$ cat config.mk
export PLATFORM = sky130hd
export DESIGN_NAME = imem_fetch_ctrl
export DESIGN_NICKNAME = d
export VERILOG_FILES = /design/src/rtl/imem_fetch_ctrl.sv
export SDC_FILE = /design/constraint.sdc
export NUM_CORES = 1
export LEC_CHECK = 0
export BUFFER_PORTS_ARGS = -buffer_cell sky130_fd_sc_hd__buf_2
export CAP_MARGIN = 20
export CORE_AREA = 4 4 102 104
export DETAILED_ROUTE_END_ITERATION = 16
export DIE_AREA = 0 0 106 108
export GPL_TIMING_DRIVEN = 0
export PLACE_DENSITY = 0.6
export SETUP_SLACK_MARGIN = 0.05
export SLEW_MARGIN = 20
export SYNTH_ARGS = -nofsm -noshare
export SYNTH_HDL_FRONTEND = slang
export SYNTH_SLANG_ARGS = --single-unit
$ cat constraint.sdc
create_clock -name clk -period 2.68 [get_ports clk]
set_input_delay 0.67 -clock clk [delete_from_list [all_inputs] [get_ports clk]]
set_output_delay 0.67 -clock clk [all_outputs]
set_load 0.005 [all_outputs]
$ cat src/rtl/imem_fetch_ctrl.sv
// Instruction fetch controller: four synchronous byte reads assembled big-endian,
// sharing the memory port with a boot loader enabled by IMEM_FETCH_LOADER_EN.
module imem_fetch_ctrl #(
  parameter int ADDR_W = 9
) (
  input  logic              clk,
  input  logic              rst,
  input  logic              req_valid,
  output logic              req_ready,
  input  logic [31:0]       req_pc,
  output logic              rsp_valid,
  input  logic              rsp_ready,
  output logic [31:0]       rsp_inst,
  output logic              rsp_err,
  input  logic              flush,
  input  logic              ld_valid,
  output logic              ld_ready,
  input  logic [ADDR_W-1:0] ld_addr,
  input  logic [7:0]        ld_data,
  output logic [ADDR_W-1:0] mem_addr,
  output logic              mem_we,
  output logic [7:0]        mem_wdata,
  input  logic [7:0]        mem_rdata
);

`ifdef IMEM_FETCH_LOADER_EN
  localparam logic LD_EN = 1'b1;
`else
  localparam logic LD_EN = 1'b0;
`endif

  typedef enum logic [1:0] {S_IDLE, S_ISSUE, S_LAST, S_RESP} state_t;

  state_t            r_state;
  logic [1:0]        r_cnt;
  logic [ADDR_W-1:0] r_pc;
  logic [31:0]       r_word;
  logic              r_rsp_valid;
  logic [31:0]       r_rsp_inst;
  logic              r_rsp_err;

  logic              w_idle;
  logic              w_ld_grant;
  logic              w_req_ready;
  logic              w_bad_pc;

  assign w_idle      = !rst && (r_state == S_IDLE);
  // The loader wins the port in IDLE; a pending load holds off fetch acceptance.
  assign w_ld_grant  = LD_EN && ld_valid && w_idle;
  assign w_req_ready = w_idle && !(LD_EN && ld_valid);
  assign w_bad_pc    = (req_pc[1:0] != 2'b00) || ((req_pc >> ADDR_W) != 32'd0);

  assign req_ready = w_req_ready;
  assign ld_ready  = LD_EN && w_idle;
  assign rsp_valid = r_rsp_valid;
  assign rsp_inst  = r_rsp_inst;
  assign rsp_err   = r_rsp_err;

  // Memory port mux: loader write, fetch read address, or all-zero when idle.
  always_comb begin
    mem_we    = 1'b0;
    mem_addr  = '0;
    mem_wdata = 8'h00;
    if (w_ld_grant) begin
      mem_we    = 1'b1;
      mem_addr  = ld_addr;
      mem_wdata = ld_data;
    end else if (!rst && (r_state == S_ISSUE)) begin
      mem_addr  = r_pc + ADDR_W'(r_cnt);
    end else begin
      mem_addr  = '0;
    end
  end

  // Fetch sequencer: read data lags the address by one cycle, so byte k lands while cnt==k+1.
  always_ff @(posedge clk) begin
    if (rst || flush) begin
      r_state     <= S_IDLE;
      r_cnt       <= 2'd0;
      r_pc        <= '0;
      r_word      <= 32'd0;
      r_rsp_valid <= 1'b0;
      r_rsp_inst  <= 32'd0;
      r_rsp_err   <= 1'b0;
    end else begin
      case (r_state)
        S_IDLE: begin
          if (req_valid && w_req_ready) begin
            r_pc   <= req_pc[ADDR_W-1:0];
            r_cnt  <= 2'd0;
            r_word <= 32'd0;
            if (w_bad_pc) begin
              r_state     <= S_RESP;
              r_rsp_valid <= 1'b1;
              r_rsp_inst  <= 32'd0;
              r_rsp_err   <= 1'b1;
            end else begin
              r_state <= S_ISSUE;
            end
          end
        end
        S_ISSUE: begin
          case (r_cnt)
            2'd1:    r_word[31:24] <= mem_rdata;
            2'd2:    r_word[23:16] <= mem_rdata;
            2'd3:    r_word[15:8]  <= mem_rdata;
            default: r_word        <= r_word;
          endcase
          r_cnt <= r_cnt + 2'd1;
          if (r_cnt == 2'd3) begin
            r_state <= S_LAST;
          end
        end
        S_LAST: begin
          r_word      <= {r_word[31:8], mem_rdata};
          r_rsp_inst  <= {r_word[31:8], mem_rdata};
          r_rsp_err   <= 1'b0;
          r_rsp_valid <= 1'b1;
          r_state     <= S_RESP;
        end
        S_RESP: begin
          if (rsp_ready) begin
            r_rsp_valid <= 1'b0;
            r_state     <= S_IDLE;
          end
        end
        default: begin
          r_state     <= S_IDLE;
          r_rsp_valid <= 1'b0;
        end
      endcase
    end
  end

endmodule

# --- Word level (Yosys, flattened, before mapping) ---
# Index checks and enable logic that the tools add are counted.
op_classes:
  bitwise: 1
  reduce_logical: 20
  addsub: 2
  eq_ne: 12
  muxes: 21
ops:
  columns: ["op", "count"]
  rows:
  - ["32-bit 2-to-1 mux", 3]
  - ["32-bit case mux with 3 select lines", 1]
  - ["32-bit case mux with 2 select lines", 1]
  - ["32-bit nonzero test", 1]
  - ["8-bit 2-to-1 mux", 3]
  - ["4-bit AND reduction", 4]
  - ["2-bit 2-to-1 mux", 5]
  - ["9-bit by 2-bit adder with 9-bit output", 1]
  - ["9-bit 2-to-1 mux", 1]
  - ["2-bit equality test, second input constant", 4]
  - ["2-bit by 1-bit inequality test with 1-bit output, second input constant", 4]
  - ["2-bit case mux with 4 select lines", 1]
  - ["3-bit AND reduction", 2]
  - ["2-bit nonzero test", 3]
  - ["2-bit by 1-bit equality test with 1-bit output, second input constant", 2]
  - ["2-bit inequality test, second input constant", 2]
  - ["2-bit case mux with 2 select lines", 1]
  - ["2-bit AND reduction", 2]
  - ["1-bit logical AND", 3]
  - ["1-bit 2-to-1 mux", 3]
  - ["1-bit case mux with 3 select lines", 1]
  - ["3-bit nonzero test", 1]
  - ["2-bit by 1-bit adder with 2-bit output, second input constant", 1]
  - ["2-bit zero test", 1]
  - ["4 further kinds", 5]
totals:
  ff_bits: 71
  output_inout_bits: 54
  input_bits: 63
  wordCells: 65

# --- Depth between registers and ports, before layout ---
depth:
  word_depth: 5
  ltp_mapped: 8
  depth_no_buf: 7

# --- Worst setup path after synthesis ---
# Ideal clock, no wire load.
synth_path:
  kind: "register to output"
  from: "register r_cnt[0]"
  to: "output port mem_addr[8]"
  path_buffers: 0
  path_stages_with_launch: 6
  setup_slack_ns: 0.659
  required_time_ns: 2.010
  arrival_ns: 1.351
  path_cell_list: "dfxtp_1 > ha_1 > fa_1 > nand3_1 > or3_1 > a21oi_1"
synth_between:
  elab_chain_len: 2
synth_lines:
  columns: ["element", "line_no", "text"]
  rows:
  - ["start: declaration", "35", "logic [1:0] r_cnt;"]
  - ["start signal: assignment", "109", "r_cnt <= r_cnt + 2'd1;"]
  - ["9-bit by 2-bit adder with 9-bit output", "69", "mem_addr = r_pc + ADDR_W'(r_cnt);"]
  - ["9-bit 2-to-1 mux", "68", "end else if (!rst && (r_state == S_ISSUE)) begin"]
  - ["end: declaration", "20", "output logic [ADDR_W-1:0] mem_addr,"]
# Every way passes these cells.

# --- Worst setup path in the final report ---
layout_path:
  from: "register r_cnt[0]"
  to: "output port mem_addr[4]"
# Same word-level chain as after synthesis.

==> results.yml <==
synthesis:
  ys_seq_area_share_pct: 43.6
  synth_adder_area_share_pct: 4.84
  ys.flop_type: "dfxtp_1"
  synth_top_family_by_area: "simple AND/OR/NAND/NOR gates"
  synth_top_cell_area_share_pct: 43.6
  synth.distinct_cells: 37
  syn-mean-instance-area_sq_um: 8.69
  synth_warnings: 0
  synthSimpleGateAreaFrac_pct: 21.5
  muxShareOfSynthArea_pct: 17.2
  synth-seq-cells: 71
  syn_inst: 375
  syn_area_sq_um: 3260
  synth_area_leaders: "dfxtp_1, mux2i_1, nand2_1"
  async_flop_share_pct: 0
  yosysTopAreaCell: "dfxtp_1"
  synth_xor_xnor_area_share_pct: 1.07
  synth_compound_area_share_pct: 5.80
  synth-edff-count: 0
power:
  leakagePower_nw: 1.73
  pwr-share-clk_pct: 36.2
  netSwitchingFraction_pct: 26.8
  intPower_mw: 1.58
  pwr-share-seq_pct: 49.9
  switchingPower_mw: 0.577
  powerDensity_nw_per_um2: 524
  combPwrFrac_pct: 13.9
  ir_worst_vdd_mv: 0.261
timing:
  fmax_mhz: 392
  tns_ns: 0
  finalHoldViolCount: 0
  finalMaxSlewViolations: 0
  timing.final.crit_share_pct: 95.1
  tightest_slew_ns: 0.845
  rsz0062_at_grt: "yes"
  post-route-min-period_ns: 2.55
  max_slew_margin_pct: 43.4
  finalSetupViolations: 0
  clock_skew_ns: 0.00664
drt:
  wl_per_cell_microns: 12.9
  drc: 0
  first_pass_iters: 4
  routed_wl_microns: 8060
  ant_nets: 0
  vias_per_cell: 4.55
  vias: 2833
  drt_iter0_drc: 108
floorplan:
  io_pins: 117
  dieArea_sq_um: 11400
  die_x_microns: 106
  core_sq_um: 9550
  initial_core_util_pct: 34.1
  die_height_microns: 108
  fp-row-count: 36
worst_setup_path:
  reg2reg_depth: 7
  start_kind: "register"
  crit_type: "register to primary output"
  critPathMaxFanout: 5
  crit_required_ns: 2.01
  crit_arrival_ns: 1.88
  end_kind: "primary output"
final_layout:
  diodes: 0
  multi_input_area_sq_um: 1690
  areaGrowthSynthToFinish_pct: 25.9
  nFillCells: 993
  final_common_cell: "buf_2"
  register_area_sq_um: 1430
  final_core_util_pct: 43.0
  layout_common_cells: "buf_2, nand2_1, dfxtp_1, mux2i_1, nor2_1"
  final_nets: 560
  drive_above_1_share_pct: 26.5
grt:
  antenna_found_initial: 0
  grt_pass1_vias: 2765
  grt_max_degree: 12
  gr-total-overflow: 0
  grtUsageTotal_pct: 14.5
  grt_pass1_wl_microns: 13400
worst_hold_path:
  hold_class: "register to register"
  hold_depth: 2
placement:
  hpwl_microns: 6080
  gp_congestion: 0.839
  portBuffers: 88
clocking:
  clkSinkCount: 71
  hold_buffers: 0
  cts_made_buffers: 9
  clk_path_buf_depth: 2
  clkTransAtPathRegs_ns: 0.07
  clk_latency_ns: 0.34
  cts_root_buf: "clkbuf_8"
  cts_tree: "yes"
  htreeDepth: 3
job:
  cap_violations: 0
run_status:
  status: "finished clean"
-- through the flow --
step | cell area (sq um) | setup WS, ns | hold slack (ns) | cells | total power, mW
5_1_grt | 4100 | 0.00267 | 0.470 | 623 | 2.25
4_1_cts | 4080 | 0.0625 | 0.457 | 621 | 2.18
6_report | 4100 | 0.131 | 0.456 | 623 | 2.15
3_3_place_gp | 3900 | 0.337 | 0.441 | 605 | 1.40
2_1_floorplan | 3290 | 0.659 | 0.437 | 384 | 1.31
3_5_place_dp | 3900 | 0.319 | 0.443 | 605 | 1.40
-- synthesized netlist by cell type (2+ instances only) --
cell type and instances:
a21oi_1 16, and2_1 8, buf_2 4, buf_4 11, clkbuf_1 13, dfxtp_1 71, ha_1 11, inv_1 11
mux2i_1 56, nand2_1 88, nand2b_1 2, nand3_1 5, nor2_1 41, nor3_1 3, nor3_2 2, nor4_1 5
o21ai_0 4, or3_1 3, xor2_1 3
-- final cells by class --
| class | count | area share (%) |
|---|---|---|
| plain buffers | 28 | 3.69 |
| clock buffers | 13 | 3.87 |
| clock inverters | 3 | 0.427 |
| inverters | 11 | 1.01 |
| multi-input cells | 274 | 41.1 |
| flip-flops and latches | 71 | 34.8 |
| well taps | 133 | 4.05 |
| repair buffers | 90 | 11.1 |
-- power by group through the flow --
stage	Sequential (mW)	Combinational (mW)	Clock, mW
floorplan	1.10	0.211	0
global placement	1.10	0.297	0
detailed placement	1.10	0.300	0
CTS	1.07	0.301	0.803
global route	1.08	0.332	0.847
finish	1.07	0.299	0.779
-- path summary, 6_finish.rpt --
| check | startpoint | end | slack [ns] |
|---|---|---|---|
| worst max-delay path | r_cnt[0]$_SDFFE_PP0P_ | mem_addr[4] | 0.13 |
| worst min-delay path | rsp_inst[2]$_SDFFE_PP0P_ | rsp_inst[2]$_SDFFE_PP0P_ | 0.46 |
| worst max register to register | r_state[0]$_SDFFE_PP0P_ | r_word[17]$_SDFFE_PP0P_ | 0.34 |
| worst min register to register | rsp_inst[2]$_SDFFE_PP0P_ | rsp_inst[2]$_SDFFE_PP0P_ | 0.46 |
-- routing by layer --
| layer | part of all wire, % | up-vias | track usage [%] |
|---|---|---|---|
| met5 | 0 | - | 0 |
| met4 | 0.99 | 0 | 3.89 |
| li1 | - | 1441 | - |
| met3 | 7.3 | 10 | 4.72 |
| met1 | 48 | 1292 | 18.6 |
| met2 | 44 | 90 | 23.6 |
-- logic make-up (layout without fill, tap and decap cells) --
family | Yosys count | after routing
AOI/OAI and AO/OA | 29 | 29
adders and majority gates | 12 | 12
DFF | 71 | 71
other | 1 | 10
and+or+nand+nor | 163 | 163
xor gates and xnor gates | 4 | 4
muxes | 56 | 56
buffers and inverters | 39 | 145
-- registers in the layout, summed over array words and instances, names as in the netlist --
register and cells:
rsp_inst 32, r_word 24, r_pc 9, r_cnt 2
r_state 2, rsp_err 1, rsp_valid 1
-- what timing repair did --
action,4_1_cts,5_1_grt
resized for setup,0,6
hold endpoints to repair,0,0
setup endpoints to repair,0,5
setup buffers,0,2
-- critical path, cell delays in order, from the launching register on --
cell	delay [ns]
dfxtp_4	0.36
ha_2	0.20
fa_2	0.39
buf_4	0.15
nand3_1	0.08
xor2_1	0.17
nor2_1	0.05
buf_2	0.13
Note: power is estimated with default switching activity, not from simulation.
